<file path="config.mk">
export PLATFORM = sky130hd
export DESIGN_NAME = ifft8_seq_core
export DESIGN_NICKNAME = d
export VERILOG_FILES = /design/src/rtl/ifft8_seq_core.sv
export SDC_FILE = /design/constraint.sdc
export NUM_CORES = 2
export LEC_CHECK = 0
export ABC_CLOCK_PERIOD_IN_PS = 18200
export CORE_UTILIZATION = 51
export DETAILED_ROUTE_END_ITERATION = 16
export GPL_TIMING_DRIVEN = 0
export PLACE_DENSITY = 0.67
export SLEW_MARGIN = 20
export SYNTH_ARGS = -nofsm -noshare
export SYNTH_HDL_FRONTEND = slang
export SYNTH_SLANG_ARGS = --single-unit
</file>
<file path="constraint.sdc">
create_clock -name clk -period 18.2 [get_ports clk]
set_input_delay 1.82 -clock clk [delete_from_list [all_inputs] [get_ports clk]]
set_output_delay 1.82 -clock clk [all_outputs]
set_load 0.01 [all_outputs]
</file>
<file path="src/rtl/ifft8_seq_core.sv">
// Sequential 8-point inverse FFT: serial bit-reversed load, 12 time-shared radix-2 DIT
// butterflies with conjugate twiddles and 1/2 scaling per stage, then serial natural-order unload.
module ifft8_seq_core #(
    parameter int N = 4
) (
    input  logic              clk,
    input  logic              rst_n,
    input  logic              in_valid,
    output logic              in_ready,
    input  logic [2**N-1:0]   in_r,
    input  logic [2**N-1:0]   in_i,
    output logic              out_valid,
    input  logic              out_ready,
    output logic [2**N-1:0]   out_r,
    output logic [2**N-1:0]   out_i,
    output logic              out_last
);
    localparam int W  = 2**N;
    localparam int WI = W + 2;
    localparam int WP = WI + 10;

    localparam logic signed [WI-1:0] SAT_MAX     = {3'b000, {(W-1){1'b1}}};
    localparam logic signed [WI-1:0] SAT_MIN     = {3'b111, {(W-1){1'b0}}};
    localparam logic signed [WP-1:0] K_INV_SQRT2 = WP'(181);

    typedef enum logic [1:0] {
        S_LOAD,
        S_CALC,
        S_UNLOAD
    } state_t;

    state_t         r_state;
    state_t         w_state_nxt;
    logic [2:0]     r_cnt;
    logic [2:0]     w_cnt_inc;
    logic [3:0]     r_step;
    logic           r_out_valid;
    logic [W-1:0]   r_out_r;
    logic [W-1:0]   r_out_i;
    logic [W-1:0]   r_mem_r [8];
    logic [W-1:0]   r_mem_i [8];

    logic [2:0]     w_a_idx;
    logic [2:0]     w_b_idx;
    logic [1:0]     w_tw;

    logic signed [WI-1:0] w_ar, w_ai, w_br, w_bi;
    logic signed [WI-1:0] w_sum, w_dif;
    logic signed [WI-1:0] w_tr, w_ti;
    logic signed [WI-1:0] w_top_r, w_top_i, w_bot_r, w_bot_i;
    logic signed [WP-1:0] w_sum_x, w_dif_x;
    logic signed [WP-1:0] w_ps, w_pd, w_pn;

    function automatic logic [2:0] bitrev3(input logic [2:0] k);
        return {k[0], k[1], k[2]};
    endfunction

    function automatic logic [W-1:0] sat(input logic signed [WI-1:0] x);
        if (x > SAT_MAX) begin
            return SAT_MAX[W-1:0];
        end else if (x < SAT_MIN) begin
            return SAT_MIN[W-1:0];
        end
        return x[W-1:0];
    endfunction

    assign w_cnt_inc = r_cnt + 3'd1;

    // Butterfly addressing: the stage bit of the top index is 0, the remaining bits come from
    // the step counter so tops ascend; the twiddle code indexes W^-k in eighths of a turn /2.
    always_comb begin
        // NOTE: every combinational output gets a default first so no path can infer a latch.
        w_a_idx = '0;
        w_b_idx = '0;
        w_tw    = '0;
        case (r_step[3:2])
            2'd0: begin
                w_a_idx = {r_step[1:0], 1'b0};
                w_b_idx = {r_step[1:0], 1'b1};
            end
            2'd1: begin
                w_a_idx = {r_step[1], 1'b0, r_step[0]};
                w_b_idx = {r_step[1], 1'b1, r_step[0]};
                w_tw    = {r_step[0], 1'b0};
            end
            default: begin
                w_a_idx = {1'b0, r_step[1:0]};
                w_b_idx = {1'b1, r_step[1:0]};
                w_tw    = r_step[1:0];
            end
        endcase
    end

    assign w_ar = {{2{r_mem_r[w_a_idx][W-1]}}, r_mem_r[w_a_idx]};
    assign w_ai = {{2{r_mem_i[w_a_idx][W-1]}}, r_mem_i[w_a_idx]};
    assign w_br = {{2{r_mem_r[w_b_idx][W-1]}}, r_mem_r[w_b_idx]};
    assign w_bi = {{2{r_mem_i[w_b_idx][W-1]}}, r_mem_i[w_b_idx]};

    assign w_sum   = w_br + w_bi;
    assign w_dif   = w_br - w_bi;
    assign w_sum_x = {{(WP-WI){w_sum[WI-1]}}, w_sum};
    assign w_dif_x = {{(WP-WI){w_dif[WI-1]}}, w_dif};
    assign w_ps    = w_sum_x * K_INV_SQRT2;
    assign w_pd    = w_dif_x * K_INV_SQRT2;
    assign w_pn    = -w_ps;

    always_comb begin
        w_tr = w_br;
        w_ti = w_bi;
        case (w_tw)
            2'd1: begin
                w_tr = WI'(w_pd >>> 8);
                w_ti = WI'(w_ps >>> 8);
            end
            2'd2: begin
                w_tr = -w_bi;
                w_ti = w_br;
            end
            2'd3: begin
                w_tr = WI'(w_pn >>> 8);
                w_ti = WI'(w_pd >>> 8);
            end
            default: ;
        endcase
    end

    assign w_top_r = (w_ar + w_tr) >>> 1;
    assign w_top_i = (w_ai + w_ti) >>> 1;
    assign w_bot_r = (w_ar - w_tr) >>> 1;
    assign w_bot_i = (w_ai - w_ti) >>> 1;

    // NOTE: the sample memory has no reset; every entry is rewritten by LOAD before it is read.
    always_ff @(posedge clk) begin
        if (r_state == S_LOAD && in_valid) begin
            r_mem_r[bitrev3(r_cnt)] <= in_r;
            r_mem_i[bitrev3(r_cnt)] <= in_i;
        end else if (r_state == S_CALC) begin
            r_mem_r[w_a_idx] <= sat(w_top_r);
            r_mem_i[w_a_idx] <= sat(w_top_i);
            r_mem_r[w_b_idx] <= sat(w_bot_r);
            r_mem_i[w_b_idx] <= sat(w_bot_i);
        end
    end

    // NOTE: state is updated with non-blocking assignments so all flops sample pre-edge values.
    always_ff @(posedge clk or negedge rst_n) begin
        if (!rst_n) begin
            r_state <= S_LOAD;
        end else begin
            r_state <= w_state_nxt;
        end
    end

    always_comb begin
        w_state_nxt = r_state;
        in_ready    = 1'b0;
        case (r_state)
            S_LOAD: begin
                in_ready = 1'b1;
                if (in_valid && r_cnt == 3'd7) begin
                    w_state_nxt = S_CALC;
                end
            end
            S_CALC: begin
                if (r_step == 4'd11) begin
                    w_state_nxt = S_UNLOAD;
                end
            end
            S_UNLOAD: begin
                if (r_out_valid && out_ready && r_cnt == 3'd7) begin
                    w_state_nxt = S_LOAD;
                end
            end
            default: w_state_nxt = S_LOAD;
        endcase
    end

    // The output register is primed from mem[0] on the first UNLOAD cycle, then refilled on
    // every accepted beat so the presented sample holds steady under backpressure.
    always_ff @(posedge clk or negedge rst_n) begin
        if (!rst_n) begin
            r_cnt       <= '0;
            r_step      <= '0;
            r_out_valid <= 1'b0;
            r_out_r     <= '0;
            r_out_i     <= '0;
        end else begin
            case (r_state)
                S_LOAD: begin
                    if (in_valid) begin
                        r_cnt <= w_cnt_inc;
                    end
                end
                S_CALC: begin
                    r_step <= (r_step == 4'd11) ? 4'd0 : r_step + 4'd1;
                end
                S_UNLOAD: begin
                    if (!r_out_valid) begin
                        r_out_valid <= 1'b1;
                        r_out_r     <= r_mem_r[r_cnt];
                        r_out_i     <= r_mem_i[r_cnt];
                    end else if (out_ready) begin
                        r_cnt <= w_cnt_inc;
                        if (r_cnt == 3'd7) begin
                            r_out_valid <= 1'b0;
                        end else begin
                            r_out_r <= r_mem_r[w_cnt_inc];
                            r_out_i <= r_mem_i[w_cnt_inc];
                        end
                    end
                end
                default: ;
            endcase
        end
    end

    assign out_valid = r_out_valid;
    assign out_r     = r_out_r;
    assign out_i     = r_out_i;
    assign out_last  = r_out_valid && (r_cnt == 3'd7);

endmodule

</file>
Word level (Yosys, flattened, before mapping)
Memory sizes are Yosys's and may differ from the RTL's.
Index checks and enable logic that the tools add are counted.
- bits in latches: 0
- memories kept: 2
- bits in registers: 42
- memory bits (writable): 256
- output and inout port bits: 35
- memory bits (read-only): 0
- shift operators: 0
- reduce and logical (&&, ||, !) cells: 13
- div/mod/pow operators: 0
- $mul: 2
- bitwise gates (word level): 0
- add/subtract/negate cells: 10
- eq/ne operators: 16
- magnitude comparators: 8
- mux-type cells: 71
- memories (name ; depth ; bits a word ; read ports ; clocked after memory_dff ; wr ports ; RTL line ; RTL):
    r_mem_i ; 8 ; 16 ; 4 ; 0 ; 2 ; 41 ; logic [W-1:0] r_mem_i [8];
    r_mem_r ; 8 ; 16 ; 4 ; 0 ; 2 ; 40 ; logic [W-1:0] r_mem_r [8];
- operators by type and width (operator ; number):
    2-to-1 mux 16 bit ; 28
    case mux 18 bit (3 select lines) ; 2
    greater-than comparator 17 x 16 -> 1 bit, second input constant ; 4
    less-than comparator 17 x 16 -> 1 bit, second input constant ; 4
    multiplier 17 x 9 -> 26 bit, second input constant ; 2
    adder 16 x 18 -> 18 bit ; 2
    subtractor 16 x 18 -> 18 bit ; 2
    OR reduction 16 bit ; 2
    2-to-1 mux 1 bit ; 27
    negator 26 bit ; 1
    negator 16 -> 18 bit ; 1
    case mux 3 bit (2 select lines) ; 3
    adder 16 x 16 -> 17 bit ; 1
    subtractor 16 x 16 -> 17 bit ; 1
    2-to-1 mux 3 bit ; 5
    inequality test 2 bit, second input constant ; 6
    == test 2 x 1 -> 1 bit, second input constant ; 3
    == test 2 bit, second input constant ; 3
    2-to-1 mux 2 bit ; 3
    case mux 2 bit (3 select lines) ; 1
    AND reduction 3 bit ; 2
    logical AND 1 bit ; 5
    adder 4 x 1 -> 4 bit, second input constant ; 1
    == test 4 bit, second input constant ; 1
    other kinds (8) ; 10

Logic depth before layout (Yosys ltp)
An unclocked memory read counts as a cell.
- word-level depth: 17
- gate-level depth with buffers: 58

Least setup slack after synthesis
No wires, ideal clock.
- path type: flip-flop to flip-flop
- start point: reg r_step[0]
- end point: mem r_mem_r[1][12] in the netlist's numbering (data pin)
- clock period less this slack: 12729 ps
- path slack: 5471 ps
- cell stages (with the launch flop): 54
- arrival time: 12458 ps
- cells stage by stage: dfrtp_1 > inv_1 > clkbuf_1 > clkbuf_1 > o21ai_0 > clkbuf_1 > a221o_1 > a222oi_1 > inv_1 > ha_1 > a21o_1 > a21oi_1 > o21bai_1 > a21oi_1 > o21bai_1 > a21oi_1 > nor2_1 > o21a_1 > (+18 left out) > o32ai_1 > nor3_1 > a21oi_1 > ha_1 > clkbuf_1 > inv_1 > a21oi_1 > a21boi_0 > o21bai_1 > a21oi_1 > nor2_1 > o311ai_0 > nor4_1 > nor3b_1 > nor2_2 > buf_4 > a21oi_1 > a21oi_1
- RTL lines (element ; RTL line ; RTL):
    start, declared ; 36 ; logic [3:0] r_step;
    start signal, assigned ; 195 ; r_step <= (r_step == 4'd11) ? 4'd0 : r_step + 4'd1;
    end, declared ; 40 ;

==> reports/results.tsv <==
metric	value	unit
crit_fanout	10	
clk_pin_slew	60	ps
holdPathEnd	out_i[10]$_DFFE_PN0P_	
finalSetupViolations	0	
dieHeight	256	um
tightest_slew	1390	ps
r2r_start	r_step[0]$_DFFE_PN0P_	
synth_area_leaders	edfxtp_1 23%, mux4_2 13%, ha_1 9.2%, fa_1 5.7%, inv_1 4.1%	
cts_tree	done	
fill_cells	5614	
drv_slew	0	
holdCritPathClass	reg2reg	
synthesis.instances	3486	
critPathArrivalTime	17570	ps
worst_ep_required_time	18440	ps
grt_overflow	0	
numCtsBuffers	34	
nets	3990	
worstSkewPairLatency	570	ps
area_growth	10.3	%
status	complete, no violations	
synth_seq_cells	298	
finalHoldViolCount	0	
dieWidth	256	um
end_kind	register	
wl_per_cell	31.9	um
fin_skew	44.8	ps
grt_start_max_net_pins	35	
synth_top_area_share	23.3	%
vias	31478	
drt_iter0_markers	5610	
ys.flop_type	edfxtp_1	
fp-row-count	92	
busiest_layer	met2	
htree_num_levels	2	
fp.dieArea	0.0656	mm2
start_util	52.0	%
yosys_warnings	0	
post-dp-hpwl	109000	um
ys_seq_area_share	26.5	%
maxSlewHeadroom	7.22	%
grt_pass1_wl	206000	um
ant_nets	0	
antenna_found_initial	3	
synthesis.area	0.0330	mm2
synth_common_cells	356 x inv_1, 326 x nand2_1, 272 x nor2_1	
critical_path_class	reg2reg	
hp-start	out_i[10]$_DFFE_PN0P_	
tns	0	ps
io_pins	71	
hold_ws	510	ps
grt_usage	43.1	%
seq_area	0.00874	mm2
fin_util	57.3	%
rsz0062_at_grt	no	
use_met1	52.8	%
hold_depth	1	
multiInputGateArea	0.0222	mm2
gp_congestion	1.06	
syn-num-nets	3857	
crit_path_top_delay_cell	a222oi_1	
cap_violations	0	
wl	143000	um
avgViaCountPerCell	7.01	
drtPass1Iterations	7	
post-place-cells	4427	
synth.distinct_cells	104	
avgSynthCellArea	9.45	um2
synth.most_common_cell	inv_1	
slowest_delay	960	ps
ctsResizeCount	0	
min_period	17330	ps
core	0.0634	mm2
grt_util_met2	63.2	%
reg2reg_setup_slack	870	ps
fin_cells	4491	
crit_top_cell	inv_1	
use_met3	17.3	%
synthArstFlopShare	14.1	%
grt_pass1_vias	30200	
clock.fmax	57.7	MHz
clockRootBuffer	clkbuf_16	
cts_setup_buffers	0	
drive_above_1_share	11.6	%
finalCritPeriodShare	95.2	%
synth_edf_count	256	
drc	0	
timing.rr.end	r_mem_r[1][12]$_DFFE_PP_	
hold_buffers	0	
cts.path.max_buffers	3	
numClockSinks	298	
rr_worst_depth	49	
yosysTopAreaCell	edfxtp_1	
port_buffers	70	
critical_path.startpoint_type	register	
-- routing by layer --
metal	vias up	wire length, um
met1	15062	50600
met5	-	71
met3	668	21700
li1	13061	-
met4	6	11100
met2	2681	60000
-- critical path, delay by kind of cell, from the launching register on --
| kind | cells | cell delay, ps |
|---|---|---|
| AOI/OAI and AO/OA | 20 | 7710 |
| xor gates and xnor gates | 1 | 200 |
| adders and majority gates | 7 | 2720 |
| buffers and inverters | 14 | 3750 |
| DFF | 1 | 520 |
| and+or+nand+nor | 7 | 2090 |
-- placed cells by master (no fill, tap or decap), types with 54 or more instances in the layout --
cell type and instances:
mux2i_1 62, nand2_1 326, a21oi_1 255, edfxtp_1 256, ha_1 241, mux4_2 188, o21ai_0 189, a211oi_1 54
clkbuf_1 152, inv_1 356, xnor2_1 101, clkdlybuf4s50_1 69, fa_1 94, nor2_1 272, nor3_1 59
-- through the flow --
stage,cell area (um2),worst slack [ps]
floorplan,33000,5470
global placement,34700,913
finish,36300,871
CTS,36300,1230
detailed placement,35200,1310
global route,36300,645
-- logic make-up (layout without fill, tap and decap cells) --
kind of cell | count (synthesis) | count (layout) | share of synthesized area, %
mux | 286 | 286 | 16.0
other cells | 0 | 2 | 0
xor+xnor | 152 | 152 | 4.26
flops | 298 | 298 | 26.5
fa+ha+maj | 358 | 358 | 15.6
buf+inv | 572 | 729 | 6.68
compound gates | 907 | 907 | 18.3
simple gates | 913 | 913 | 12.7
-- registers in the layout, indices dropped and copies added, names as in the netlist --
signal / cells
r_mem_i: 128
out_i: 16
r_step: 4
r_state: 2
out_r: 16
r_cnt: 3
out_valid: 1
r_mem_r: 128
-- area by class of cell --
| type | count | area share, % |
|---|---|---|
| multi-input cells | 2616 | 61.0 |
| flip-flops and latches | 298 | 24.0 |
| inverters | 360 | 3.72 |
| repair buffers | 97 | 3.00 |
| well taps | 846 | 2.91 |
| plain buffers | 212 | 2.42 |
| clock buffers | 41 | 2.41 |
| clock inverters | 19 | 0.437 |
| diodes | 2 | 0.0138 |
-- how the worst max path moves through the flow --
stage,from,to
after floorplan,r_step[0]$_DFFE_PN0P_,r_mem_r[1][12]$_DFFE_PP_
after global placement,r_step[0]$_DFFE_PN0P_,r_mem_r[4][9]$_DFFE_PP_
after detailed placement,r_step[0]$_DFFE_PN0P_,r_mem_r[1][12]$_DFFE_PP_
after CTS,r_step[0]$_DFFE_PN0P_,r_mem_r[1][12]$_DFFE_PP_
after global routing,r_step[0]$_DFFE_PN0P_,r_mem_r[5][9]$_DFFE_PP_
final,r_step[0]$_DFFE_PN0P_,r_mem_r[1][12]$_DFFE_PP_
Power is left out: the tool's default activity adds up to more than one toggle a clock period on the data nets, which glitch-free logic cannot reach.
